`src/rtl/fb_write_scheduler_if.sv`:
```
// fb_write_scheduler_if: requester handshakes, clear control and registered framebuffer write port.
interface fb_write_scheduler_if #(parameter int AW = 19);
    logic          clear_req, clear_val;
    logic          m_valid, m_data, m_ready;
    logic [AW-1:0] m_addr;
    logic          t_valid, t_data, t_ready;
    logic [AW-1:0] t_addr;
    logic          fb_we, fb_din, busy, clear_done;
    logic [AW-1:0] fb_addr;
    modport master (
        output clear_req, clear_val, m_valid, m_addr, m_data, t_valid, t_addr, t_data,
        input  m_ready, t_ready, fb_we, fb_addr, fb_din, busy, clear_done
    );
    modport slave (
        input  clear_req, clear_val, m_valid, m_addr, m_data, t_valid, t_addr, t_data,
        output m_ready, t_ready, fb_we, fb_addr, fb_din, busy, clear_done
    );
endinterface

```
`src/rtl/fb_write_scheduler.sv`:
```
// fb_write_scheduler: round-robin arbitration of mouse/text pixel writes plus a full-framebuffer clear.
module fb_write_scheduler #(
    parameter int FB_WORDS = 307200,
    parameter int AW       = 19
) (
    input logic               clk,
    input logic               rst,
    fb_write_scheduler_if.slave bus
);
    localparam logic [0:0] IDLE  = 1'b0;
    localparam logic [0:0] CLEAR = 1'b1;
    localparam int         LASTI = FB_WORDS - 1;
    localparam logic [AW:0]   LIMIT = FB_WORDS[AW:0];
    localparam logic [AW-1:0] LAST  = LASTI[AW-1:0];
    logic [0:0]    state;
    logic          last_t, clr_val, arb, w_data, w_ok;
    logic [AW-1:0] cnt, w_addr;
    always_comb begin
        arb         = state == IDLE && !bus.clear_req;
        bus.m_ready = arb && bus.m_valid && (!bus.t_valid || last_t);
        bus.t_ready = arb && bus.t_valid && (!bus.m_valid || !last_t);
        w_addr      = bus.t_ready ? bus.t_addr : bus.m_addr;
        w_data      = bus.t_ready ? bus.t_data : bus.m_data;
        w_ok        = {1'b0, w_addr} < LIMIT;
    end
    // busy tracks clear writes in flight, so it spans exactly the FB_WORDS write cycles
    always_ff @(posedge clk or posedge rst) begin
        if (rst) begin
            state          <= IDLE;
            last_t         <= 1'b1;
            clr_val        <= 1'b0;
            cnt            <= '0;
            bus.fb_we      <= 1'b0;
            bus.fb_addr    <= '0;
            bus.fb_din     <= 1'b0;
            bus.busy       <= 1'b0;
            bus.clear_done <= 1'b0;
        end else begin
            bus.fb_we      <= 1'b0;
            bus.busy       <= 1'b0;
            bus.clear_done <= 1'b0;
            if (state == CLEAR) begin
                bus.fb_we      <= 1'b1;
                bus.fb_addr    <= cnt;
                bus.fb_din     <= clr_val;
                bus.busy       <= 1'b1;
                bus.clear_done <= cnt == LAST;
                state          <= cnt == LAST ? IDLE : CLEAR;
                cnt            <= cnt == LAST ? '0 : cnt + 1'b1;
            end else if (bus.clear_req) begin
                state   <= CLEAR;
                clr_val <= bus.clear_val;
                cnt     <= '0;
            end else if (bus.m_ready || bus.t_ready) begin
                last_t    <= bus.t_ready;
                bus.fb_we <= w_ok;
                if (w_ok) begin
                    bus.fb_addr <= w_addr;
                    bus.fb_din  <= w_data;
                end
            end
        end
    end
endmodule

```
`src/flat_wrapper.sv`:
```
// flat-port wrapper written by rule: the top's interface ports become plain ports
module fb_write_scheduler_flat 
#(
    parameter int FB_WORDS = 307200,
    parameter int AW       = 19
)
  (clk, rst, bus_clear_req, bus_clear_val, bus_m_valid, bus_m_addr, bus_m_data, bus_t_valid, bus_t_addr, bus_t_data, bus_m_ready, bus_t_ready, bus_fb_we, bus_fb_addr, bus_fb_din, bus_busy, bus_clear_done);
  fb_write_scheduler_if #(.AW(AW)) bus_i ();
  input logic clk;
  input logic rst;
  input wire logic [$bits(bus_i.clear_req)-1:0] bus_clear_req;
  input wire logic [$bits(bus_i.clear_val)-1:0] bus_clear_val;
  input wire logic [$bits(bus_i.m_valid)-1:0] bus_m_valid;
  input wire logic [$bits(bus_i.m_addr)-1:0] bus_m_addr;
  input wire logic [$bits(bus_i.m_data)-1:0] bus_m_data;
  input wire logic [$bits(bus_i.t_valid)-1:0] bus_t_valid;
  input wire logic [$bits(bus_i.t_addr)-1:0] bus_t_addr;
  input wire logic [$bits(bus_i.t_data)-1:0] bus_t_data;
  output wire logic [$bits(bus_i.m_ready)-1:0] bus_m_ready;
  output wire logic [$bits(bus_i.t_ready)-1:0] bus_t_ready;
  output wire logic [$bits(bus_i.fb_we)-1:0] bus_fb_we;
  output wire logic [$bits(bus_i.fb_addr)-1:0] bus_fb_addr;
  output wire logic [$bits(bus_i.fb_din)-1:0] bus_fb_din;
  output wire logic [$bits(bus_i.busy)-1:0] bus_busy;
  output wire logic [$bits(bus_i.clear_done)-1:0] bus_clear_done;
  assign bus_i.clear_req = bus_clear_req;
  assign bus_i.clear_val = bus_clear_val;
  assign bus_i.m_valid = bus_m_valid;
  assign bus_i.m_addr = bus_m_addr;
  assign bus_i.m_data = bus_m_data;
  assign bus_i.t_valid = bus_t_valid;
  assign bus_i.t_addr = bus_t_addr;
  assign bus_i.t_data = bus_t_data;
  assign bus_m_ready = bus_i.m_ready;
  assign bus_t_ready = bus_i.t_ready;
  assign bus_fb_we = bus_i.fb_we;
  assign bus_fb_addr = bus_i.fb_addr;
  assign bus_fb_din = bus_i.fb_din;
  assign bus_busy = bus_i.busy;
  assign bus_clear_done = bus_i.clear_done;
  fb_write_scheduler #(.FB_WORDS(FB_WORDS), .AW(AW)) u_core (.clk(clk), .rst(rst), .bus(bus_i));
endmodule
```
`config.mk`:
```
export PLATFORM = sky130hd
export DESIGN_NAME = fb_write_scheduler_flat
export DESIGN_NICKNAME = d
export VERILOG_FILES = /design/src/rtl/fb_write_scheduler_if.sv /design/src/rtl/fb_write_scheduler.sv /design/src/flat_wrapper.sv
export SDC_FILE = /design/constraint.sdc
export NUM_CORES = 1
export LEC_CHECK = 0
export CORE_ASPECT_RATIO = 1.4
export CORE_UTILIZATION = 45
export DETAILED_ROUTE_END_ITERATION = 8
export PLACE_DENSITY = 0.78
export SYNTH_ARGS = -nofsm -noshare
export SYNTH_HDL_FRONTEND = slang
export SYNTH_SLANG_ARGS = --single-unit
```
`constraint.sdc`:
```
create_clock -name clk -period 2.2 [get_ports clk]
set_input_delay 0.44 -clock clk [delete_from_list [all_inputs] [get_ports clk]]
set_output_delay 0.44 -clock clk [all_outputs]
set_load 0.01 [all_outputs]
```
==> results.md, run 1 <==
Cells and area:
- The relative area change from synthesis to final layout is 32.5%.
- The final instance area is approximately 0.0038 mm^2.
- 0 antenna diodes ended up in the layout.
- The final layout net count is 470.
- The final cell utilization of the core is ~62%.
- The number of filler instances in the final layout is 560.
- The count of non-filler cells in the finished layout is about 500.
- The share of post-route cells with drive strength above 1 is approximately 12%.

Power:
- The portion of total power attributed to combinational logic is about 32%.
- The switching power share of the total is 32.4%.
- The switching power total is just under 0.8 mW.
- The clock network fraction of total power is roughly a fifth.
- The cell area power density is approximately 640 mW/mm^2.
- Summed over all cells, the static leakage comes to around 1.6 nW.
- The worst IR drop on VDD is between 0.0003 and 0.0004 V.
- Internal power comes to 1.66 mW.
- The overall power is 2.46 mW.
- Sequential cells burn ~46% of the power.

GRT:
- The number of antenna violations at the first check in global routing was 0.
- The first global-routing pass estimated 13.8 mm of wire.
- Global routing consumed, over all layers together, 24.7% of the routing resources.
- Entering global routing, the biggest net connects 45 pins.
- The number of global-route vias before repair is between 2000 and 3000.
- Global routing finished with a remaining overflow of 0.

Synth:
- Counting instances in the post-synthesis netlist gives the leading cell types as sky130_fd_sc_hd__nand3_1, sky130_fd_sc_hd__dfrtp_1, sky130_fd_sc_hd__nand2_1, sky130_fd_sc_hd__a21oi_1, sky130_fd_sc_hd__o21ai_0.
- The cell count after synthesis came out at ~350.
- sky130_fd_sc_hd__dfrtp_1 takes more of the synthesized area than any other cell.
- Sequential elements use between 30% and 40% of the synthesized area.
- The netlist area before placement is roughly 0.0029 mm^2.
- In this run, synthesis inferred 0 flip-flops with an integrated enable.
- In the synthesized netlist the dominant register cell turns out to be sky130_fd_sc_hd__dfrtp_1.
- The post-synthesis sequential element count is 45.
- By area the synthesized netlist is led by sky130_fd_sc_hd__dfrtp_1, sky130_fd_sc_hd__nand3_1, sky130_fd_sc_hd__o31ai_1, sky130_fd_sc_hd__o21bai_1, sky130_fd_sc_hd__a21oi_1.
- The total nets after synthesis is about 400.
- In this run, distinct cell masters in the synthesized netlist total 48.
- The synthesized area per cell is between 8 and 9 um^2.
- The proportion of register bits with asynchronous set or reset after synthesis is 100%.
- The yosys synthesis warning count is 0.
- The area share of the largest cell type after synthesis is ~38%.
- Yosys instantiated no cell more often than sky130_fd_sc_hd__nand3_1.

Timing:
- The final critical-path share of the clock period is approximately 94%.
- The worst path meets setup with around 0.14 ns of slack.
- Measured against its own limit, the worst slew margin works out to a little under two thirds.
- The actual transition at the worst max-transition pin is 0.541 ns.
- Setup repair after global routing left no endpoint under its margin.
- The total setup violations reported at the end of the flow is 0.
- The final count of pins violating max slew is 0.
- The count of endpoints failing hold in the final timing report was 0.
- Timing would allow up to 0.485 GHz.
- The final critical delay including setup and external delays is a little over 2 ns.
- Between clock sinks in the finished design, the worst skew comes to 0.0123 ns.

Clocking:
- The clock-pin slew on the worst setup and hold paths is about 0.09 ns.
- The clock network latency to the later pin of the worst-skew pair is ~0.30 ns.
- In this run the number of H-tree levels came out at 2.
- TritonCTS built the clock tree.
- The library cell used as clock root buffer is sky130_fd_sc_hd__clkbuf_8.
- TritonCTS created 5 clock buffers.
- The number of buffers on the longest clock path is 2.
- The number of clock sinks is 45.
- For this design, the CTS-stage hold fixing added 0 buffers.

Placed design:
- After detailed placement, the total cell area comes to between 0.003 and 0.004 mm^2.
- The final weighted congestion in routability-driven placement is 0.824.
- Counting tap cells, the placed design contains a total of between 400 and 500 instances.
- After legalization and detailed placement, the total HPWL measured between 5 and 6 mm.
- The placement-stage worst setup slack is -0.195 ns.
- During placement, the flow inserted port buffers numbering 70.

Route:
- The number of detailed-routing iterations run before antenna repair is 4.
- The count of vias placed by the detailed router is slightly below 3000.
- Dividing the detail-routed wire length by the instance count gives 16.4 um.
- The final layout contains routed wiring with a total length of around 8 mm.
- Once detail routing completed, the nets flagged for antenna violations numbered 0.
- The first routing iteration left around 170 violations.
- The detailed-route DRC error count is 0.
- The average via count per standard cell is around 6.0.

Outcome:
- The run finished with clean final reports.

Setup path:
- The critical register-to-register path endpoint is u_core.cnt[9]$_DFFE_PP0P_.
- The nature of the critical path endpoint is a primary output.
- The highest net fanout along the worst path is 4.
- STA puts the critical path data required time at 1.76 ns.
- The sort of element at the start of the critical path is an input pin.
- The worst reg-to-reg setup slack is 0.21 ns.
- The reg-to-reg critical path startpoint is u_core.cnt[14]$_DFFE_PP0P_.
- Measured in cells, the most critical reg-to-reg path has a length of 5.
- STA puts the critical path data arrival time at between 1.5 and 2 ns.
- The path type of the worst setup path is in -> out.

Worst hold path:
- The worst hold path belongs to the class in -> async.

Die:
- The die area is 0.00678 mm^2.
- For this configuration, the core starts out at a cell density of a little under half.
- The area of the core is roughly 0.0062 mm^2.
- The die width is roughly 70 um.
- The placement row count is 34.
- From bottom edge to top edge, the die measures just under 100 um.
- The number of top-level design ports is 71.

Flow run:
- The tool flagged a number of max-cap violations equal to 0.
[registers in the layout (all words and copies together), names as in the netlist]
name and cells:
u_core.bus.busy 1, u_core.bus.clear_done 1, u_core.bus.fb_addr 19, u_core.bus.fb_din 1, u_core.bus.fb_we 1, u_core.clr_val 1
u_core.cnt 19, u_core.last_t 1, u_core.state 1
[per-stage QoR]
stage               TNS, ns  hold slack (ns)
detailed placement    -3.12            0.498
floorplan                 0            0.374
CTS                       0            0.386
global route              0            0.401
finish                    0            0.377
global placement      -1.90            0.493
[worst max-delay path by stage]
stage	start	to	slack [ns]	cells past startpoint
6_report	bus_clear_req	bus_t_ready	0.14	4
3_3_place_gp	bus_clear_req	bus_t_ready	-0.14	4
2_1_floorplan	bus_clear_req	u_core.bus.fb_addr[2]$_DFFE_PP0P_	0.32	7
4_1_cts	bus_t_valid	u_core.bus.fb_addr[2]$_DFFE_PP0P_	0.11	7
3_5_place_dp	bus_t_valid	u_core.bus.fb_addr[2]$_DFFE_PP0P_	-0.20	7
5_1_grt	bus_clear_req	bus_t_ready	0.06	4
[final cells by class]
| cell class | instances | area (um^2) | share of cell area, % |
|---|---|---|---|
| Clock buffer | 8 | 90.1 | 2.34 |
| Inverter | 6 | 22.5 | 0.585 |
| Multi-Input combinational cell | 269 | 1600 | 41.6 |
| Sequential cell | 45 | 1130 | 29.3 |
| Tap cell | 72 | 90.1 | 2.34 |
| Timing Repair Buffer | 96 | 918 | 23.9 |
[logic make-up after synthesis]
group,after synthesis,synth area share (%)
AOI/OAI and AO/OA,139,31.2
and+or+nand+nor,124,21.5
DFF,45,38.8
buffers and inverters,37,6.42
muxes,4,1.42
xor gates and xnor gates,1,0.302
adders and majority gates,1,0.431
[power groups by stage]
stage	Clock, mW	Sequential (mW)	Combinational (mW)
2_1_floorplan	0	1.15	0.403
3_3_place_gp	0	1.14	0.765
3_5_place_dp	0	1.15	0.788
4_1_cts	0.534	1.13	0.796
5_1_grt	0.567	1.16	0.862
6_report	0.526	1.14	0.792
[layer usage]
layer  GRT usage, %  routed length [um]  up-vias
met2           41.2                4010       90
met4           8.00                 112        0
li1               -                   -     1456
met5              0                   0        -
met3           3.84                 463       12
met1           32.7                3540     1421
[critical path, stage by stage]
cell and delay [ns]:
sky130_fd_sc_hd__clkdlybuf4s50_1 0.47, sky130_fd_sc_hd__or2_4 0.27, sky130_fd_sc_hd__nor2_4 0.15, sky130_fd_sc_hd__dlygate4sd2_1 0.28
[cells in the final DEF (no fill, tap or decap), types with 2 or more instances in the layout]
| cell | instances |
|---|---|
| sky130_fd_sc_hd__clkdlybuf4s50_1 | 68 |
| sky130_fd_sc_hd__nand3_1 | 49 |
| sky130_fd_sc_hd__dfrtp_1 | 44 |
| sky130_fd_sc_hd__nand2_1 | 32 |
| sky130_fd_sc_hd__a21oi_1 | 27 |
| sky130_fd_sc_hd__o21ai_0 | 24 |
| sky130_fd_sc_hd__buf_4 | 24 |
| sky130_fd_sc_hd__o31ai_1 | 21 |
| sky130_fd_sc_hd__o22ai_1 | 20 |
| sky130_fd_sc_hd__o21bai_1 | 19 |
| sky130_fd_sc_hd__nor2_1 | 13 |
| sky130_fd_sc_hd__a21o_1 | 8 |
| sky130_fd_sc_hd__nor3_1 | 6 |
| sky130_fd_sc_hd__clkbuf_8 | 6 |
| sky130_fd_sc_hd__o21ai_1 | 5 |
| sky130_fd_sc_hd__inv_1 | 5 |
| sky130_fd_sc_hd__nand4_1 | 4 |
| sky130_fd_sc_hd__mux2i_1 | 3 |
| sky130_fd_sc_hd__nor3b_1 | 3 |
| sky130_fd_sc_hd__a221o_1 | 3 |
| sky130_fd_sc_hd__nor2_2 | 2 |
| sky130_fd_sc_hd__a211oi_1 | 2 |
| sky130_fd_sc_hd__or2_4 | 2 |
| sky130_fd_sc_hd__nor3_2 | 2 |
| sky130_fd_sc_hd__and3_1 | 2 |
| sky130_fd_sc_hd__a31o_2 | 2 |
| sky130_fd_sc_hd__a211o_1 | 2 |
| sky130_fd_sc_hd__or3_1 | 2 |
| sky130_fd_sc_hd__clkbuf_1 | 2 |
| sky130_fd_sc_hd__dlygate4sd2_1 | 2 |
| sky130_fd_sc_hd__buf_12 | 2 |
[what timing repair did]
action	4_1_cts	5_1_grt
setup endpoints to repair	2	1
resized for setup	2	1
pin swaps	0	0
buffers inserted	0	0
Power figures use the tool's default switching activity.
==> inputs of run 2 (changes only) <==
--- a/config.mk
+++ b/config.mk
@@ -8,7 +8,7 @@
 export CORE_ASPECT_RATIO = 1.4
 export CORE_UTILIZATION = 45
 export DETAILED_ROUTE_END_ITERATION = 8
-export PLACE_DENSITY = 0.78
+export PLACE_DENSITY_LB_ADDON = 0.3
 export SYNTH_ARGS = -nofsm -noshare
 export SYNTH_HDL_FRONTEND = slang
 export SYNTH_SLANG_ARGS = --single-unit
==> run 2 against run 1 <==
  * Non-clock buffer count grew 2
  * Clock power grew 6.7%
  * Power grew 1.5%
  * First-iteration DRC count grew 1.2%
  * Largest power group unchanged
  * Critical path depth grew 3
  * Sequential power is essentially flat
  * Utilization grew 0.66 points
==> results.md, run 2 (synthesis gave the netlist of run 1 again) <==
Outcome:
- Status: completed (unchanged).

Route:
- The initial DRC count is 175 (was 173).
- The detailed-route DRC error count was 0 (unchanged).
- The final antenna-violating net count is 0 (unchanged).
- The number of detailed-routing iterations run before antenna repair came to 4 (unchanged).
- The routed wirelength normalized by instance count was 16.4 um (about the same).
- The detailed-route wire length is 8.15 mm (was 8.12 mm).
- The average via count per standard cell is 6.00 (was 6.01).
- The count of vias placed by the detailed router was 2988 (was 2979).

Setup path:
- The data arrival time of the critical path came to 2.24 ns (was 1.62 ns).
- The cell with the biggest individual delay on the critical path was sky130_fd_sc_hd__clkdlybuf4s50_1 (unchanged).
- Crit-path cells: clkdlybuf4s50_1 -> a21o_1 -> a211oi_1 -> mux2_2 -> buf_12 -> o22ai_1 -> o31ai_1 (was clkdlybuf4s50_1 -> or2_4 -> nor2_4 -> dlygate4sd2_1).
- The required time of the critical path is 2.39 ns (was 1.76 ns).
- The sort of element at the start of the critical path is an input pin (unchanged).
- The path type of the worst setup path is in -> reg (was in -> out).
- The nature of the critical path endpoint is a flop (was primary output).
- The highest net fanout along the worst path is 20 (was 4).
- The delay of the slowest cell on the worst path came to 0.43 ns (was 0.47 ns).

Worst hold path:
- The type of the worst min-delay path is in -> async (unchanged).

Placed design:
- The placed cell count is 490 (was 488).
- The HPWL after detailed placement was 5.89 mm (was 5.79 mm).
- The number of buffer cells added on primary ports is 70 (unchanged).
- The placement-stage worst setup slack is -0.205 ns (was -0.195 ns).
- The final weighted congestion in routability-driven placement is 0.829 (was 0.824).

Timing:
- The final worst slack is 0.151 ns (was 0.140 ns).
- The aggregate negative setup slack is 0 ns (unchanged).
- The final count of pins violating max slew is 0 (unchanged).
- The worst hold margin is 0.444 ns (was 0.377 ns).
- The count of endpoints failing hold in the final timing report was 0 (unchanged).
- The relative slew slack is 57.2% (was 63.8%).
- The final critical-path share of the clock period is 93.1% (was 93.6%).
- Setup repair after global routing missed its margin: no (unchanged).
- The worst clock skew came to 0.00955 ns (was 0.0123 ns).
- The final critical delay including setup and external delays is 2.05 ns (was 2.06 ns).
- The actual transition at the worst max-transition pin was 0.639 ns (was 0.541 ns).
- The total setup violations reported at the end of the flow is 0 (unchanged).
- The highest clock rate came to 0.488 GHz (was 0.485 GHz).

Die:
- The placement row count is 34 (unchanged).
- The area of the core is 0.00621 mm^2 (unchanged).
- The initial standard-cell utilization of the core is 46.8% (unchanged).
- The die width is 69.9 um (unchanged).
- The number of top-level design ports is 71 (unchanged).
- The die area is 0.00678 mm^2 (unchanged).
- The height of the die is 97.1 um (unchanged).

Power:
- The share of total power in sequential cells is 46.1% (was 46.4%).
- The cell area power density is 641 mW/mm^2 (was 638 mW/mm^2).
- The overall power was 2.49 mW (was 2.46 mW).
- The leakage power is 1.61 nW (was 1.57 nW).
- The clock network fraction of total power is 22.5% (was 21.4%).
- The portion of total power attributed to combinational logic is 31.4% (was 32.2%).
- The internal cell power was 1.69 mW (was 1.66 mW).
- The switching power share of the total came to 32.2% (was 32.4%).
- The switching power total is 0.804 mW (was 0.796 mW).
- The worst IR drop on VDD is 0.000387 V (was 0.000345 V).

Cells and area:
- The most common cell after layout, fill and taps aside is sky130_fd_sc_hd__clkdlybuf4s50_1 (unchanged).
- The relative area change from synthesis to final layout is 34.0% (was 32.5%).
- The antenna diode instance count was 0 (unchanged).
- The number of filler instances in the final layout is 548 (was 560).
- The share of post-route cells with drive strength above 1 is 12.9% (was 12.0%).
- The count of non-filler cells in the finished layout was 498 (was 496).
- The multi-input combinational cell area came to 0.00160 mm^2 (unchanged).
- Most used cells in the layout excluding fill and tap cells: sky130_fd_sc_hd__clkdlybuf4s50_1, sky130_fd_sc_hd__nand3_1, sky130_fd_sc_hd__dfrtp_1, sky130_fd_sc_hd__nand2_1, sky130_fd_sc_hd__a21oi_1 (unchanged).
- The final layout net count came to 472 (was 470).
- Top Registers: u_core.bus.fb_addr: 19 flops, u_core.cnt: 19 flops (unchanged).
- The storage element area is 0.00113 mm^2 (unchanged).

Clocking:
- The library cell used as clock root buffer is sky130_fd_sc_hd__clkbuf_8 (unchanged).
- The number of clock sinks is 45 (unchanged).
- The TritonCTS buffer count is 5 (unchanged).
- The clock-pin slew on the worst setup and hold paths was 0.09 ns (about the same).
- The CTS tree is yes (unchanged).
- The number of buffers on the longest clock path is 2 (unchanged).
- The number of buffers inserted by post-CTS setup repair is 0 (unchanged).
- The H-tree depth is 2 (unchanged).
- The clock network latency to the later pin of the worst-skew pair came to 0.30 ns (about the same).

GRT:
- The number of global-route vias before repair was 2898 (was 2950).
- The global route total overflow was 0 (unchanged).
- The number of antenna violations at the first check in global routing was 0 (unchanged).
- The pin count of the biggest net entering global routing came to 37 (was 45).
- The overall global routing resource usage was 24.7% (about the same).
- The wire length of the first global-routing pass is 13.6 mm (was 13.8 mm).

Flow run:
- The max-cap check violation count is 0 (unchanged).
[run 2: power groups by stage]
stage / clock network, mW / registers, mW / logic (mW)
CTS: 0.573 / 1.14 / 0.786
detailed placement: 0 / 1.16 / 0.781
floorplan: 0 / 1.15 / 0.403
finish: 0.561 / 1.15 / 0.784
global placement: 0 / 1.15 / 0.768
global route: 0.601 / 1.16 / 0.867
[run 2: routing by layer]
layer | GRT usage, % | vias to the layer above | wire (um)
met1 | 33.3 | 1415 | 3490
met2 | 40.1 | 104 | 4060
met3 | 4.05 | 11 | 473
met4 | 8.46 | 0 | 127
li1 | - | 1458 | -
met5 | 0 | - | 0
[run 2: metrics by stage]
| step | utilization (%) | instance area [um^2] |
|---|---|---|
| global route | 62.6 | 3890 |
| CTS | 62.6 | 3880 |
| finish | 62.6 | 3890 |
| global placement | 61.0 | 3790 |
| floorplan | - | 2900 |
| detailed placement | 61.0 | 3790 |
[run 2: worst paths after layout]
check	from	endpoint	slack [ns]	cells after the start
worst min register to register	u_core.clr_val$_DFFE_PP0P_	u_core.bus.fb_din$_DFFE_PP0P_	0.52	2
min in group clk	u_core.clr_val$_DFFE_PP0P_	u_core.bus.fb_din$_DFFE_PP0P_	0.52	2
worst max-delay path	bus_t_addr[12]	u_core.bus.fb_addr[1]$_DFFE_PP0P_	0.15	7
worst max register to register	u_core.cnt[14]$_DFFE_PP0P_	u_core.cnt[9]$_DFFE_PP0P_	0.16	5
worst min-delay path	rst	u_core.bus.fb_addr[6]$_DFFE_PP0P_	0.44	2
max in group asynchronous	rst	u_core.last_t$_DFFE_PP1P_	1.19	3
[run 2: worst max-delay path, delay by kind of cell]
family	cells	cell delay [ns]
AO/OA/AOI/OAI	4	0.93
multiplexers	1	0.27
buffers and inverters	2	0.58
[run 2: final cells by class]
type / instances / share of cell area, %
timing repair buffer: 98 / 24.4
sequential: 45 / 29.0
clock inverter: 1 / 0.129
tap: 72 / 2.32
multi-input combinational: 269 / 41.1
clock buffer: 7 / 2.48
inverter: 6 / 0.579
[run 2: timing repair]
action,4_1_cts,5_1_grt
hold buffers,0,0
endpoints found under the setup margin,2,2
gates cloned,0,0
gates resized for setup,2,2
